$ cat src/rtl/aes_round_seq_if.sv
// Control/status bundle between the AES top-level controller (master)
// and the round sequencer (slave).
interface aes_round_seq_if #(
  parameter int P_RND_W = 4
);
  logic               iStAes;
  logic [1:0]         iKeyLen;
  logic               iDec;
  logic               iRoundEn;
  logic               iAbort;
  logic               oInitRoundFlag;
  logic               oFstRoundFlag;
  logic               oMidRoundFlag;
  logic               oLstRoundFlag;
  logic [P_RND_W-1:0] oRound;
  logic [P_RND_W-1:0] oKeyIdx;
  logic               oDecMode;
  logic               oBusy;
  logic               oAesDone;
  logic               oErr;

  modport master (
    output iStAes, iKeyLen, iDec, iRoundEn, iAbort,
    input  oInitRoundFlag, oFstRoundFlag, oMidRoundFlag, oLstRoundFlag,
           oRound, oKeyIdx, oDecMode, oBusy, oAesDone, oErr
  );

  modport slave (
    input  iStAes, iKeyLen, iDec, iRoundEn, iAbort,
    output oInitRoundFlag, oFstRoundFlag, oMidRoundFlag, oLstRoundFlag,
           oRound, oKeyIdx, oDecMode, oBusy, oAesDone, oErr
  );
endinterface

$ cat src/rtl/aes_round_seq.sv
// AES round sequencer for 10/12/14-round operation with stall and abort.
// Define AES_ROUND_SEQ_DEC_EN to enable decrypt (down-counting key index).
module aes_round_seq #(
  parameter int P_RND_W = 4,
  parameter int P_NR128 = 10,
  parameter int P_NR192 = 12,
  parameter int P_NR256 = 14
) (
  input  logic           iClk,
  input  logic           iRsn,
  aes_round_seq_if.slave bus
);
  typedef enum logic [2:0] {
    S_IDLE, S_INIT, S_FIRST, S_MID, S_LAST, S_DONE
  } state_e;

  state_e             state_q, state_d;
  logic [P_RND_W-1:0] round_q, round_d;
  logic [P_RND_W-1:0] nr_q, nr_d;
  logic               dec_q, dec_d;
  logic               err_q, err_d;
  logic [P_RND_W-1:0] nr_sel;
  logic               dec_in;
  logic               en;

  assign en = bus.iRoundEn;

  always_comb begin
    nr_sel = '0;
    case (bus.iKeyLen)
      2'b00:   nr_sel = P_RND_W'(P_NR128);
      2'b01:   nr_sel = P_RND_W'(P_NR192);
      2'b10:   nr_sel = P_RND_W'(P_NR256);
      default: nr_sel = '0;
    endcase
  end

`ifdef AES_ROUND_SEQ_DEC_EN
  assign dec_in = bus.iDec;
`else
  logic unused_dec;
  assign unused_dec = bus.iDec;
  assign dec_in     = 1'b0;
`endif

  always_ff @(posedge iClk) begin
    if (!iRsn) begin
      state_q <= S_IDLE;
      round_q <= '0;
      nr_q    <= '0;
      dec_q   <= 1'b0;
      err_q   <= 1'b0;
    end else begin
      state_q <= state_d;
      round_q <= round_d;
      nr_q    <= nr_d;
      dec_q   <= dec_d;
      err_q   <= err_d;
    end
  end

  always_comb begin
    state_d = state_q;
    round_d = round_q;
    nr_d    = nr_q;
    dec_d   = dec_q;
    err_d   = 1'b0;
    // Abort outranks every other transition, including DONE->IDLE.
    if (state_q != S_IDLE && bus.iAbort) begin
      state_d = S_IDLE;
      round_d = '0;
    end else begin
      case (state_q)
        S_IDLE: if (bus.iStAes && !bus.iAbort) begin
          if (bus.iKeyLen == 2'b11) begin
            err_d = 1'b1;
          end else begin
            state_d = S_INIT;
            round_d = '0;
            nr_d    = nr_sel;
            dec_d   = dec_in;
          end
        end
        S_INIT: if (en) begin
          state_d = S_FIRST;
          round_d = P_RND_W'(1);
        end
        S_FIRST: if (en) begin
          state_d = S_MID;
          round_d = round_q + P_RND_W'(1);
        end
        S_MID: if (en) begin
          if (round_q == nr_q - P_RND_W'(1)) state_d = S_LAST;
          round_d = round_q + P_RND_W'(1);
        end
        S_LAST: if (en) state_d = S_DONE;
        S_DONE: begin
          state_d = S_IDLE;
          round_d = '0;
        end
        default: begin
          state_d = S_IDLE;
          round_d = '0;
        end
      endcase
    end
  end

  assign bus.oInitRoundFlag = (state_q == S_INIT);
  assign bus.oFstRoundFlag  = (state_q == S_FIRST);
  assign bus.oMidRoundFlag  = (state_q == S_MID);
  assign bus.oLstRoundFlag  = (state_q == S_LAST);
  assign bus.oRound         = round_q;
  assign bus.oDecMode       = dec_q;
  assign bus.oBusy          = (state_q != S_IDLE);
  assign bus.oAesDone       = (state_q == S_DONE);
  assign bus.oErr           = err_q;

`ifdef AES_ROUND_SEQ_DEC_EN
  // dec_q outlives the operation, so gate on busy to keep the idle index at 0.
  assign bus.oKeyIdx = (dec_q && state_q != S_IDLE) ? (nr_q - round_q) : round_q;
`else
  assign bus.oKeyIdx = round_q;
`endif
endmodule

$ cat src/flat_wrapper.sv
// flat-port wrapper written by rule: the top's interface ports become plain ports
module aes_round_seq_flat 
#(
  parameter int P_RND_W = 4,
  parameter int P_NR128 = 10,
  parameter int P_NR192 = 12,
  parameter int P_NR256 = 14
)
  (iClk, iRsn, bus_iStAes, bus_iKeyLen, bus_iDec, bus_iRoundEn, bus_iAbort, bus_oInitRoundFlag, bus_oFstRoundFlag, bus_oMidRoundFlag, bus_oLstRoundFlag, bus_oRound, bus_oKeyIdx, bus_oDecMode, bus_oBusy, bus_oAesDone, bus_oErr);
  aes_round_seq_if #(.P_RND_W(P_RND_W)) bus_i ();
  input  logic iClk;
  input  logic iRsn;
  input wire logic [$bits(bus_i.iStAes)-1:0] bus_iStAes;
  input wire logic [$bits(bus_i.iKeyLen)-1:0] bus_iKeyLen;
  input wire logic [$bits(bus_i.iDec)-1:0] bus_iDec;
  input wire logic [$bits(bus_i.iRoundEn)-1:0] bus_iRoundEn;
  input wire logic [$bits(bus_i.iAbort)-1:0] bus_iAbort;
  output wire logic [$bits(bus_i.oInitRoundFlag)-1:0] bus_oInitRoundFlag;
  output wire logic [$bits(bus_i.oFstRoundFlag)-1:0] bus_oFstRoundFlag;
  output wire logic [$bits(bus_i.oMidRoundFlag)-1:0] bus_oMidRoundFlag;
  output wire logic [$bits(bus_i.oLstRoundFlag)-1:0] bus_oLstRoundFlag;
  output wire logic [$bits(bus_i.oRound)-1:0] bus_oRound;
  output wire logic [$bits(bus_i.oKeyIdx)-1:0] bus_oKeyIdx;
  output wire logic [$bits(bus_i.oDecMode)-1:0] bus_oDecMode;
  output wire logic [$bits(bus_i.oBusy)-1:0] bus_oBusy;
  output wire logic [$bits(bus_i.oAesDone)-1:0] bus_oAesDone;
  output wire logic [$bits(bus_i.oErr)-1:0] bus_oErr;
  assign bus_i.iStAes = bus_iStAes;
  assign bus_i.iKeyLen = bus_iKeyLen;
  assign bus_i.iDec = bus_iDec;
  assign bus_i.iRoundEn = bus_iRoundEn;
  assign bus_i.iAbort = bus_iAbort;
  assign bus_oInitRoundFlag = bus_i.oInitRoundFlag;
  assign bus_oFstRoundFlag = bus_i.oFstRoundFlag;
  assign bus_oMidRoundFlag = bus_i.oMidRoundFlag;
  assign bus_oLstRoundFlag = bus_i.oLstRoundFlag;
  assign bus_oRound = bus_i.oRound;
  assign bus_oKeyIdx = bus_i.oKeyIdx;
  assign bus_oDecMode = bus_i.oDecMode;
  assign bus_oBusy = bus_i.oBusy;
  assign bus_oAesDone = bus_i.oAesDone;
  assign bus_oErr = bus_i.oErr;
  aes_round_seq #(.P_RND_W(P_RND_W), .P_NR128(P_NR128), .P_NR192(P_NR192), .P_NR256(P_NR256)) u_core (.iClk(iClk), .iRsn(iRsn), .bus(bus_i));
endmodule
$ cat config.mk
export PLATFORM = sky130hd
export DESIGN_NAME = aes_round_seq_flat
export DESIGN_NICKNAME = d
export VERILOG_FILES = /design/src/rtl/aes_round_seq_if.sv /design/src/rtl/aes_round_seq.sv /design/src/flat_wrapper.sv
export SDC_FILE = /design/constraint.sdc
export NUM_CORES = 1
export LEC_CHECK = 0
export ABC_AREA = 1
export CORE_MARGIN = 5
export CORE_UTILIZATION = 47
export DETAILED_ROUTE_END_ITERATION = 10
export PLACE_DENSITY = 0.89
export SLEW_MARGIN = 30
export SYNTH_ARGS = -nofsm -noshare
export SYNTH_HDL_FRONTEND = slang
export SYNTH_SLANG_ARGS = --single-unit
$ cat constraint.sdc
create_clock -name iClk -period 1.6 [get_ports iClk]
set_input_delay 0.24 -clock iClk [delete_from_list [all_inputs] [get_ports iClk]]
set_output_delay 0.24 -clock iClk [all_outputs]
set_load 0.03 [all_outputs]
**Word level (Yosys, flattened, before mapping)**

Cells that the tools add are included.
W data, S select, Z words.

- Output and inout port bits: 16
- Bits in registers: 12

- Mux-type cells: 15
- Add/sub/neg operators: 2
- Reductions and logical operators: 12
- Eq/ne operators: 17
- Bitwise logic cells: 6

Operators with widths:

| operator | number |
|---|---|
| $mux W3 | 7 |
| $mux W4 | 4 |
| $pmux W4 S4 | 1 |
| $pmux W3 S5 | 1 |
| $pmux W4 S3 | 1 |
| $ne A2 B2 Y1 const B | 5 |
| $reduce_and A7 Y1 | 1 |
| $eq A3 B2 Y1 const B | 2 |
| $eq A3 B3 Y1 const B | 2 |
| $ne A2 B1 Y1 const B | 3 |
| $not A1 Y1 | 6 |
| $reduce_and A5 Y1 | 1 |
| $add A4 B1 Y4 const B | 1 |
| $eq A2 B2 Y1 const B | 2 |
| $eq A4 B4 Y1 | 1 |
| $reduce_and A4 Y1 | 1 |
| $reduce_or A2 Y1 | 2 |
| $reduce_or A4 Y1 | 1 |
| $sub A4 B1 Y4 const B | 1 |
| $eq A3 B1 Y1 const B | 1 |
| $logic_not A3 Y1 | 1 |
| $reduce_bool A3 Y1 | 1 |
| $eq A2 B1 Y1 const B | 1 |
| $logic_and A1 B1 Y1 | 2 |
| 3 further kinds | 3 |

**Longest topological paths before layout**

Gate-level depths: netlist of run 1.

- Depth in word-level cells: 5
- Depth in mapped cells: 13
- Depth with buffers taken out: 13

**Worst setup path before layout of run 1**

OpenSTA, ideal clock, no wires.

- Path kind: register to register
- Start: reg u_core.state_q[1]
- End: reg u_core.state_q[0]
- Path buffers: 0
- Setup slack: 199 ps
- Arrival: 1,288 ps
- Clock period less this slack: 1,401 ps
- Stages on the path, launching flop included: 9
- Cell sequence: dfxtp_1 > inv_2 > nand2_4 > nor2_2 > nand2_1 > nand4_1 > nor2_2 > nor2_1 > nor2_1

- Longest elaborated chain between the ends: 3

RTL lines:

| element | RTL line | text |
|---|---|---|
| start, declared | aes_round_seq.sv:17 | `state_e state_q, state_d;` |
| start signal, assigned | aes_round_seq.sv:54 | `state_q <= state_d;` |
| $eq A3 B3 Y1 (*) | - |  |
| named net bus_oLstRoundFlag | flat_wrapper.sv:21 | `output wire logic [$bits(bus_i.oLstRoundFlag)-1:0] bus_oLstRoundFlag;` |
| $ne A2 B2 Y1 (no line) | - |  |
| $reduce_and A7 Y1 (no line) | - |  |

Mark *: on every way through the listed nets, which the timed path passes. The rest lies on a longest branch.
A chain may end at the register's enable or synchronous reset.

**Final worst setup path of run 1**

- Start: reg u_core.state_q[1]
- End: out bus_oInitRoundFlag

- Longest elaborated chain between the ends: 1

RTL lines:

| element | RTL line | text |
|---|---|---|
| $eq A3 B1 Y1 | aes_round_seq.sv:109 | `assign bus.oInitRoundFlag = (state_q == S_INIT);` |
| end, declared | flat_wrapper.sv:18 | `output wire logic [$bits(bus_i.oInitRoundFlag)-1:0] bus_oInitRoundFlag;` |

No other way between the ends.

==> impl_metrics.csv, run 1 <==
group,metric,value,unit
clocking,clkSinkCount,11,
clocking,cts_made_buffers,3,
routing,wl_per_cell,9.87,um
floorplanning,io_pins,24,
sta,finalWorstSetupSlack,0.0730,ns
setup_path,cp_num_buf_inv,3,
cells_and_area,stdcell_count,190,
global_route,overflow,0,
synthesis,ys_seq_area_share,25.3,%
setup_path,critPathKind,"flip-flop to output pin",
sta,slew_violations,0,
cells_and_area,fillCellCount,163,
synthesis,ys_types,23,
setup_path,endpoint_kind,"output pin",
clocking,root_buffer,"clkbuf_4",
clocking,cts_max_level,1,
global_route,grt_first_pass_wirelength,3060,um
min_path,min_path_type,"flip-flop to flip-flop",
power_and_ir_drop,ir_worst_vdd,0.000889,V
sta,fmaxAchievable,655,MHz
sta,setup_viol,0,
outcome,status,"finished, final reports clean",
clocking,cts.clk_slew.worst_paths,0.07,ns
power_and_ir_drop,powerDensity,1200,nW/um^2
setup_path,path_delay_family,"buffers and inverters",
floorplanning,die_h,53.0,um
setup_path,cpMaxStageDelayCell,"clkdlybuf4s15_1",
routing,wl,1880,um
sta,final.period_utilization,95.4,%
cells_and_area,multi_input_area,531,um^2
sta,min_period,1.53,ns
sta,fin_setup_tns,0,ns
placement,hpwl,1590,um
cells_and_area,drive_gt1_share,21.2,%
setup_path,path_cells,"inv_2 -> nand3_1 -> inv_1 -> clkdlybuf4s15_1",
clocking,cts_buffer_depth,2,
placement,numPortBuffers,21,
placement,place_inst,185,
synthesis,synth_compound_area_share,8.49,%
power_and_ir_drop,total_power,1.39,mW
power_and_ir_drop,power.leakage,0.611,nW
synthesis,syn_inst,136,
routing,first_pass_iters,4,
synthesis,synthSimpleGateAreaFrac,40.0,%
setup_path,crit_path_start_kind,"flip-flop",
global_route,grt_pass1_vias,810,
synthesis,synthMuxAreaShare,0,%
global_route,grt_max_degree,8,
synthesis,yosys.area_share.xor_xnor,2.01,%
cells_and_area,n_antenna_cell,0,
routing,vias,920,
clocking,hold_buffers,0,
cells_and_area,fin_nets,180,
sta,fin_skew,0.00536,ns
global_route,antenna_found_initial,0,
setup_path,max_stage_delay,0.36,ns
routing,avgViaCountPerCell,4.84,
setup_path,cp_max_fo,3,
synthesis,synth_area,870,um^2
floorplanning,die_area,2810,um^2
setup_path,worstPathArrival,1.29,ns
cells_and_area,final_common_cell,"nand2_1",
synthesis,synth_seq_cells,11,
placement,place.gp.congestion,0.834,
synthesis,yosysWarnings,0,
synthesis,avgSynthCellArea,6.39,um^2
routing,drtIter0Drc,7,
floorplanning,die_width,53.0,um
floorplanning,core_area,1750,um^2
routing,drc_errors,0,
setup_path,critPathRequiredTime,1.36,ns
sta,finalHoldViolCount,0,
cells_and_area,regArea,221,um^2
floorplanning,initial_utilization,49.8,%
global_route,grt_usage,14.9,%
routing,ant_nets,0,
clocking,cts_tree,"yes",
synthesis,syn_nets,150,
cells_and_area,final_cell_mix,"29 x nand2_1, 22 x inv_1, 22 x nor2_1",
flow_run,cap_violations,0,
sta,rsz0062_at_grt,"no",
cells_and_area,area_delta_synth_final,33.4,%
synthesis,synthAdderAreaFrac,8.63,%
clocking,clkLatencyLatePin,0.27,ns
floorplanning,num_rows,15,
placement,place_ws,-0.103,ns
synthesis,synth_top_family_by_area,"simple AND/OR/NAND/NOR gates",
-- stage by stage --
step / hold slack [ns] / util, % / area [um^2]
global route: 0.523 / 66.5 / 1160
finish: 0.502 / 66.5 / 1160
CTS: 0.470 / 65.2 / 1140
detailed placement: 0.459 / 64.2 / 1120
floorplan: 0.378 / - / 870
global placement: 0.447 / 64.2 / 1120
-- flip-flops by register name, indices dropped and copies added, names as in the netlist --
| name | flops |
|---|---|
| u_core.nr_q | 3 |
| u_core.state_q | 3 |
| u_core.bus.oErr | 1 |
| u_core.bus.oKeyIdx | 4 |
-- worst register-to-register path: cells and delay by family (launching register included) --
family	cells	cell delay, ns
fa+ha+maj	1	0.24
buf+inv	3	0.12
flops	1	0.33
simple gates	8	0.66
-- layout make-up --
| class | count | area share (%) |
|---|---|---|
| clock buffers | 3 | 1.94 |
| clock inverters | 1 | 0.432 |
| inverters | 25 | 8.09 |
| multi-input cells | 95 | 45.7 |
| flip-flops and latches | 11 | 19.1 |
| well taps | 25 | 2.70 |
| repair buffers | 30 | 22.0 |
-- routing by layer --
layer,up-vias,track usage (%),wire (um)
li1,474,-,-
met1,417,15.1,760
met2,27,27.3,949
met3,2,5.63,147
met4,0,5.96,17
met5,-,0,0
-- path summary, 6_finish.rpt --
kind                          start                  to  slack [ns]  cells past startpoint
hold / removal       u_core.nr_q[3]      u_core.nr_q[3]        0.50                      2
setup / recovery  u_core.state_q[1]  bus_oInitRoundFlag        0.07                      4
setup reg to reg     u_core.nr_q[1]   u_core.state_q[1]        0.15                     12
hold reg to reg      u_core.nr_q[3]      u_core.nr_q[3]        0.50                      2
-- power breakdown --
| group | leakage (nW) | switching (mW) | internal [mW] | total [mW] |
|---|---|---|---|---|
| logic | 0.503 | 0.542 | 0.302 | 0.844 |
| clock network | 0.0177 | 0.0979 | 0.0926 | 0.191 |
| registers | 0.0900 | 0.0361 | 0.316 | 0.352 |
| total | 0.611 | 0.676 | 0.711 | 1.39 |
-- Yosys cell counts, drive strengths merged --
| cell | count | area [um^2] |
|---|---|---|
| a21oi | 9 | 48.8 |
| buf | 5 | 37.5 |
| conb | 1 | 3.75 |
| dfxtp | 11 | 220 |
| ha | 6 | 75.1 |
| inv | 25 | 93.8 |
| nand2 | 34 | 155 |
| nand3 | 9 | 62.6 |
| nand4 | 2 | 12.5 |
| nor2 | 26 | 113 |
| nor3 | 1 | 5.00 |
| o21ai | 5 | 25.0 |
| xnor2 | 1 | 8.76 |
| xor2 | 1 | 8.76 |
-- repair_timing --
action / in CTS / in global routing
buffers inserted: 0 / 1
setup endpoints to repair: 9 / 4
pin swaps: 0 / 1
endpoints found under the hold margin: 0 / 0
resized for setup: 9 / 3
-- kinds of logic after synthesis --
kind of cell	count (synthesis)
compound gates	14
flops	11
other cells	1
simple gates	72
buf+inv	30
xor+xnor	2
fa+ha+maj	6
Power figures use the tool's default switching activity.
==> run 2, diff against run 1 <==
CTS_CLUSTER_SIZE = 30   (was not set)
==> results of run 2 <==
Same layout as run 1: the final DEF is identical, and so are final timing and power.
